[config.mk]
export PLATFORM = sky130hd
export DESIGN_NAME = init_flat
export DESIGN_NICKNAME = d
export VERILOG_FILES = /design/src/rtl/init_if.sv /design/src/rtl/init.sv /design/src/flat_wrapper.sv
export SDC_FILE = /design/constraint.sdc
export NUM_CORES = 2
export LEC_CHECK = 0
export CAP_MARGIN = 40
export CORE_ASPECT_RATIO = 0.8
export CORE_MARGIN = 2
export CORE_UTILIZATION = 41
export DETAILED_ROUTE_END_ITERATION = 10
export SYNTH_ARGS = -nofsm -noshare
export SYNTH_HDL_FRONTEND = slang
export SYNTH_SLANG_ARGS = --single-unit
export TNS_END_PERCENT = 5
[constraint.sdc]
create_clock -name clk -period 38.7 [get_ports clk]
set_input_delay 3.87 -clock clk [delete_from_list [all_inputs] [get_ports clk]]
set_output_delay 3.87 -clock clk [all_outputs]
set_load 0.005 [all_outputs]
[src/rtl/init_if.sv]
// Handshake bundle between the init request producer, the init block and the
// traversal request consumer. The master drives init requests and consumes
// traversal requests. The slave (the init block) does the opposite.
interface init_if #(
  parameter int RID_WIDTH = 8
) ();
  localparam int INIT_REQ_WIDTH = 352 + RID_WIDTH;
  localparam int TRV_REQ_WIDTH  = 448 + RID_WIDTH;

  logic [INIT_REQ_WIDTH-1:0] init_req_stream_rsc_dat;
  logic                      init_req_stream_rsc_vld;
  logic                      init_req_stream_rsc_rdy;
  logic [TRV_REQ_WIDTH-1:0]  trv_req_stream_rsc_dat;
  logic                      trv_req_stream_rsc_vld;
  logic                      trv_req_stream_rsc_rdy;

  modport slave (
    input  init_req_stream_rsc_dat, init_req_stream_rsc_vld,
    output init_req_stream_rsc_rdy,
    output trv_req_stream_rsc_dat, trv_req_stream_rsc_vld,
    input  trv_req_stream_rsc_rdy
  );

  modport master (
    output init_req_stream_rsc_dat, init_req_stream_rsc_vld,
    input  init_req_stream_rsc_rdy,
    input  trv_req_stream_rsc_dat, trv_req_stream_rsc_vld,
    output trv_req_stream_rsc_rdy
  );
endinterface

[src/rtl/init.sv]
// Ray init stage. It accepts one ray, computes the FP32 reciprocal of each
// direction component with a bit-serial restoring divider (one lane per
// axis), and emits the ray with inv_dir appended as words 11-13.

// One reciprocal lane. The divider computes 1.0 / 1.m one quotient bit per
// step. After 26 steps, inv holds the packed FP32 result. The 26th quotient
// bit comes straight from the combinational next-state, so inv is valid in
// the same cycle as the final step.
module init_rcp_lane (
  input  logic        clk,
  input  logic        arst_n,
  input  logic        load,
  input  logic        step,
  input  logic [31:0] dir,
  output logic [31:0] inv
);
  logic [24:0] rem, rem_sub, rem_nxt;
  logic [24:0] q;
  logic [25:0] q_nxt;
  logic        ge;
  logic [23:0] m;
  logic [7:0]  e;
  logic signed [9:0] ex;
  logic [22:0] frac;
  logic        grd, sticky, rnd;
  logic [30:0] mag;

  assign m = {1'b1, dir[22:0]};
  assign e = dir[30:23];

  // One restoring-division step, plus normalise, round-to-nearest-even and special cases
  always_comb begin
    ge      = (rem >= {1'b0, m});
    rem_sub = ge ? (rem - {1'b0, m}) : rem;
    rem_nxt = rem_sub << 1;
    q_nxt   = {q, ge};
    sticky  = (rem_nxt != 25'd0);
    // The quotient lies in (0.5, 1]. Bit 25 is set only when the mantissa is exactly 1.0.
    if (q_nxt[25]) begin
      ex     = 10'sd254 - $signed({2'b00, e});
      frac   = q_nxt[24:2];
      grd    = q_nxt[1];
      sticky = sticky | q_nxt[0];
    end else begin
      ex     = 10'sd253 - $signed({2'b00, e});
      frac   = q_nxt[23:1];
      grd    = q_nxt[0];
    end
    rnd = grd & (sticky | frac[0]);
    // A rounding carry out of the fraction bumps the exponent naturally.
    mag = {ex[7:0], frac} + {30'd0, rnd};
    if (e == 8'hFF)
      inv = (dir[22:0] != 23'd0) ? 32'h7FC0_0000 : {dir[31], 31'd0};
    else if (e == 8'h00)
      inv = {dir[31], 8'hFF, 23'd0};
    else if (ex <= 10'sd0)
      inv = {dir[31], 31'd0};
    else
      inv = {dir[31], mag};
  end

  // Divider state: the remainder starts at 1.0 in mantissa scale
  always_ff @(posedge clk or posedge arst_n) begin
    if (arst_n) begin
      rem <= '0;
      q   <= '0;
    end else if (load) begin
      rem <= 25'h080_0000;
      q   <= '0;
    end else if (step) begin
      rem <= rem_nxt;
      q   <= q_nxt[24:0];
    end
  end
endmodule

module init #(
  parameter int RID_WIDTH = 8
) (
  input  logic  clk,
  input  logic  arst_n,
  init_if.slave bus
);
  localparam int INIT_REQ_WIDTH = 352 + RID_WIDTH;
  localparam int TRV_REQ_WIDTH  = 448 + RID_WIDTH;
  localparam int NUM_LANES      = 3;
  localparam logic [4:0] LAST_STEP = 5'd25;

  typedef enum logic [1:0] {IDLE, CALC, OUT} state_t;

  state_t                          state;
  logic [4:0]                      cnt;
  logic [INIT_REQ_WIDTH-1:0]       req_q;
  logic [TRV_REQ_WIDTH-1:0]        trv_q;
  logic                            rdy_q, vld_q;
  logic                            accept, step;
  logic [NUM_LANES-1:0][31:0]      inv;

  assign accept = (state == IDLE) & rdy_q & bus.init_req_stream_rsc_vld;
  assign step   = (state == CALC);

  assign bus.init_req_stream_rsc_rdy = rdy_q;
  assign bus.trv_req_stream_rsc_vld  = vld_q;
  assign bus.trv_req_stream_rsc_dat  = trv_q;

  // Direction words 3..5 feed one reciprocal lane each
  for (genvar g = 0; g < NUM_LANES; g++) begin : g_lane
    init_rcp_lane u_lane (
      .clk    (clk),
      .arst_n (arst_n),
      .load   (accept),
      .step   (step),
      .dir    (req_q[RID_WIDTH + 32*(3+g) +: 32]),
      .inv    (inv[g])
    );
  end

  // Control FSM: accept, then 26 divider steps with the result registered on the last one, then hold until taken
  always_ff @(posedge clk or posedge arst_n) begin
    if (arst_n) begin
      state <= IDLE;
      cnt   <= '0;
      req_q <= '0;
      trv_q <= '0;
      rdy_q <= 1'b0;
      vld_q <= 1'b0;
    end else begin
      case (state)
        IDLE: begin
          if (accept) begin
            req_q <= bus.init_req_stream_rsc_dat;
            cnt   <= '0;
            rdy_q <= 1'b0;
            state <= CALC;
          end else begin
            rdy_q <= 1'b1;
          end
        end
        CALC: begin
          cnt <= cnt + 5'd1;
          if (cnt == LAST_STEP) begin
            trv_q <= {inv, req_q};
            vld_q <= 1'b1;
            state <= OUT;
          end
        end
        OUT: begin
          if (bus.trv_req_stream_rsc_rdy) begin
            vld_q <= 1'b0;
            rdy_q <= 1'b1;
            state <= IDLE;
          end
        end
        default: state <= IDLE;
      endcase
    end
  end
endmodule

[src/flat_wrapper.sv]
// flat-port wrapper written by rule: the top's interface ports become plain ports
module init_flat 
#(
  parameter int RID_WIDTH = 8
)
  (clk, arst_n, bus_init_req_stream_rsc_dat, bus_init_req_stream_rsc_vld, bus_init_req_stream_rsc_rdy, bus_trv_req_stream_rsc_dat, bus_trv_req_stream_rsc_vld, bus_trv_req_stream_rsc_rdy);
  init_if #(.RID_WIDTH(RID_WIDTH)) bus_i ();
  input  logic clk;
  input  logic arst_n;
  input wire logic [$bits(bus_i.init_req_stream_rsc_dat)-1:0] bus_init_req_stream_rsc_dat;
  input wire logic [$bits(bus_i.init_req_stream_rsc_vld)-1:0] bus_init_req_stream_rsc_vld;
  output wire logic [$bits(bus_i.init_req_stream_rsc_rdy)-1:0] bus_init_req_stream_rsc_rdy;
  output wire logic [$bits(bus_i.trv_req_stream_rsc_dat)-1:0] bus_trv_req_stream_rsc_dat;
  output wire logic [$bits(bus_i.trv_req_stream_rsc_vld)-1:0] bus_trv_req_stream_rsc_vld;
  input wire logic [$bits(bus_i.trv_req_stream_rsc_rdy)-1:0] bus_trv_req_stream_rsc_rdy;
  assign bus_i.init_req_stream_rsc_dat = bus_init_req_stream_rsc_dat;
  assign bus_i.init_req_stream_rsc_vld = bus_init_req_stream_rsc_vld;
  assign bus_init_req_stream_rsc_rdy = bus_i.init_req_stream_rsc_rdy;
  assign bus_trv_req_stream_rsc_dat = bus_i.trv_req_stream_rsc_dat;
  assign bus_trv_req_stream_rsc_vld = bus_i.trv_req_stream_rsc_vld;
  assign bus_i.trv_req_stream_rsc_rdy = bus_trv_req_stream_rsc_rdy;
  init #(.RID_WIDTH(RID_WIDTH)) u_core (.clk(clk), .arst_n(arst_n), .bus(bus_i));
endmodule
==> flow_metrics.tcl <==
set metrics [dict create \
    status "finished, violations left" \
    violations "slew limit" \
    cts-buffers-inserted 101 \
    ys_top_cells_by_area "dfrtp_1 54%, nand2_1 18%, o21ai_0 4.1%" \
    wl_met3_um 10600 \
    crit_path_top_delay_cell "and3_4" \
    seqCellArea_um2 24300 \
    dp_cells 7268 \
    power.leakage_nw 27.6 \
    synthFlopType "dfrtp_1" \
    dp_hpwl_um 106000 \
    drtAntennaViolNets 0 \
    clock_latency_ns 0.73 \
    wl_um 148000 \
    fill_cells 10200 \
    post_cts_resized 0 \
    wl_met2_um 67900 \
    dieWidth_um 376 \
    cpPeakStageDelay_ns 0.78 \
    place_ws_ns 31.39 \
    tightest_slew_ns 1.63 \
    die_y_um 301 \
    yosysSeqAreaShare 0.537 \
    antenna_found_initial 25 \
    drive_above_1_share 0.0443 \
    async_reset_ff_frac 1.00 \
    crit_path_end_kind "flip-flop" \
    synth_seq_cells 972 \
    numClockSinks 972 \
    overflow 0 \
    gp_congestion 0.899 \
    nets 6381 \
    hold_path_class "flip-flop to flip-flop" \
    rsz0062_at_grt "false" \
    total_power_w 0.00482 \
    multi_input_area_um2 19400 \
    yosys_warnings 0 \
    drv_cap 0 \
    areaGrowthSynthToFinish_pct 29.9 \
    drt_iter0_drc 3199 \
    synth_area_um2 45300 \
    place_area_um2 55100 \
    port_buffers 821 \
    synth_top_area_frac 0.537 \
    yosysTopAreaCell "dfrtp_1" \
    cts_setup_buffers 0 \
    clk_pin_slew_ns 0.06 \
    crit_chain "clkdlybuf4s50_1, and3_4, buf_12, buf_4, buf_16, nor2_1, o21ai_0, o21ai_0" \
    cts_tree "built" \
    slew_headroom -0.0845 \
    grt_pass1_vias 36700 \
    syn_area_per_cell_um2 8.62 \
    finalCritPeriodShare 0.172 \
    finClkSkew_ns 0.0489 \
    fin_setup_tns_ns 0 \
    peakVddDrop_v 0.0000487 \
    crit_arrival_ns 7.26 \
    synth_enable_flop_cells 0 \
    vias_per_cell 5.15 \
    ys_types 73 \
    fin_area_um2 58800 \
    min_period_ns 6.67 \
    io_pins 822 \
    grt_pass1_wl_um 227000 \
    critPathMostFrequentCell "o21ai_0" \
    die_area_um2 113000 \
    firstDrtPassIters 9 \
    setup_viol 0 \
    fmax_mhz 150 \
    hold_violations 0 \
    clock-root-buffer "clkbuf_16" \
    powerDensity_nw_per_um2 81.9 \
    num_rows 109 \
    vias 38500 \
    crit_fanout 165 \
    syn-num-nets 5708 \
    wl_per_cell_um 19.8 \
    cts_buffer_depth 3 \
    slew_viol_final 95 \
    grt_max_degree 194 \
    worstSetupPathType "input pin to flip-flop" \
    top_layer_used "met5" \
    startpoint_type "input pin" \
    initial_utilization 0.411 \
    finalWorstSetupSlack_ns 32.03 \
    grt_use_total 0.256 \
    fin_cells 7470 \
    met1_length_um 64500 \
    worstPathRequired_ns 39.29 \
    ctsHoldBuffers 0 \
    htree_levels 3 \
    core_area_um2 110000 \
    drcViolationCount 0 \
    syn_inst 5255 \
]
==> per-layer routing <==
layer  vias to the layer above  global-route usage
li1                      18600                   -
met2                       994               0.400
met5                         -                   0
met4                        14              0.0797
met3                       223              0.0700
met1                     18600               0.347
==> worst max-delay path, delay by kind of cell <==
family,cells,cell delay [ns]
simple gates,2,0.89
buf+inv,4,1.92
compound gates,2,0.28
==> through the flow <==
step,util,hold slack (ns)
after global routing,0.534,0.455
final,0.534,0.438
after CTS,0.534,0.437
after global placement,0.496,0.443
after detailed placement,0.500,0.448
after floorplan,-,0.439
==> cell families after synthesis <==
kind of cell	Yosys count	synth area share
AOI/OAI and AO/OA	777	0.103
and+or+nand+nor	2735	0.247
buffers and inverters	428	0.0355
muxes	79	0.0177
DFF	972	0.537
xor gates and xnor gates	175	0.0338
adders and majority gates	89	0.0251
==> worst paths after layout <==
path / startpoint / endpoint / slack [ns] / depth (start not counted)
worst max-delay path: bus_init_req_stream_rsc_vld / u_core.cnt[2]$_DFFE_PP0P_ / 32.03 / 8
worst min-delay path: u_core.req_q[59]$_DFFE_PP0P_ / u_core.bus.trv_req_stream_rsc_dat[59]$_DFFE_PP0P_ / 0.44 / 2
worst max register to register: u_core.req_q[105]$_DFFE_PP0P_ / u_core.bus.trv_req_stream_rsc_dat[390]$_DFFE_PP0P_ / 32.85 / 22
worst min register to register: u_core.req_q[59]$_DFFE_PP0P_ / u_core.bus.trv_req_stream_rsc_dat[59]$_DFFE_PP0P_ / 0.44 / 2
max in group asynchronous: arst_n / u_core.bus.trv_req_stream_rsc_dat[156]$_DFFE_PP0P_ / 32.25 / 7
min in group asynchronous: arst_n / u_core.bus.trv_req_stream_rsc_dat[329]$_DFFE_PP0P_ / 3.64 / 2
==> synthesized netlist by cell type, types with 15 or more instances <==
library cell and n:
a211oi_1 15, a21o_1 23, a21oi_1 147, a22o_1 35, a31oi_1 20, and2_1 24
and3_1 18, buf_1 28, clkbuf_1 286, dfrtp_1 972, ha_1 86, inv_1 112
mux2i_1 71, nand2_1 2176, nand2b_1 25, nand3_1 136, nand4_1 41, nor2_1 142
nor2b_1 26, nor3_1 43, nor4_1 32, o211ai_1 17, o21a_1 16, o21ai_0 372
o31ai_1 41, xnor2_1 92, xor2_1 83
==> power by group <==
part | internal [W] | switching, W | leakage [nW] | total (W)
clock network | 0.000635 | 0.000437 | 1.78 | 0.00107
registers | 0.00141 | 0.000310 | 12.7 | 0.00172
logic | 0.000899 | 0.00113 | 13.2 | 0.00203
total | 0.00294 | 0.00188 | 27.6 | 0.00482
==> sequential cells by signal, summed over array words and instances (netlist names) <==
register,cells
u_core.g_lane.u_lane.q,75
u_core.state,2
u_core.bus.trv_req_stream_rsc_vld,1
u_core.req_q,360
u_core.bus.init_req_stream_rsc_rdy,1
u_core.bus.trv_req_stream_rsc_dat,456
u_core.cnt,5
u_core.g_lane.u_lane.rem,72
==> layout by cell type, fill, tap and decap left out, drive strengths merged, types with 17 or more instances in the layout <==
master and instances:
o21ai 373, dfrtp 972, o31ai 41, nor4 32, a31oi 21, xor2 83
and3 18, o211ai 17, nor3 43, clkdlybuf4s50 821, nand2b 25, and2 24
a21oi 147, clkinv 17, nand2 2176, nor2 142, nand4 41, inv 113
ha 86, diode 17, buf 65, xnor2 92, nor2b 26, a22o 35
clkbuf 146, mux2i 71, nand3 136, a21o 23
==> final cells by class <==
class / instances / share of cell area
antenna: 17 / 0.000723
clock buffer: 146 / 0.0503
clock inverter: 39 / 0.0127
inverter: 112 / 0.00727
multi-input combinational: 3855 / 0.330
sequential: 972 / 0.414
tap: 1443 / 0.0307
timing repair buffer: 886 / 0.155
Power figures use the tool's default switching activity.
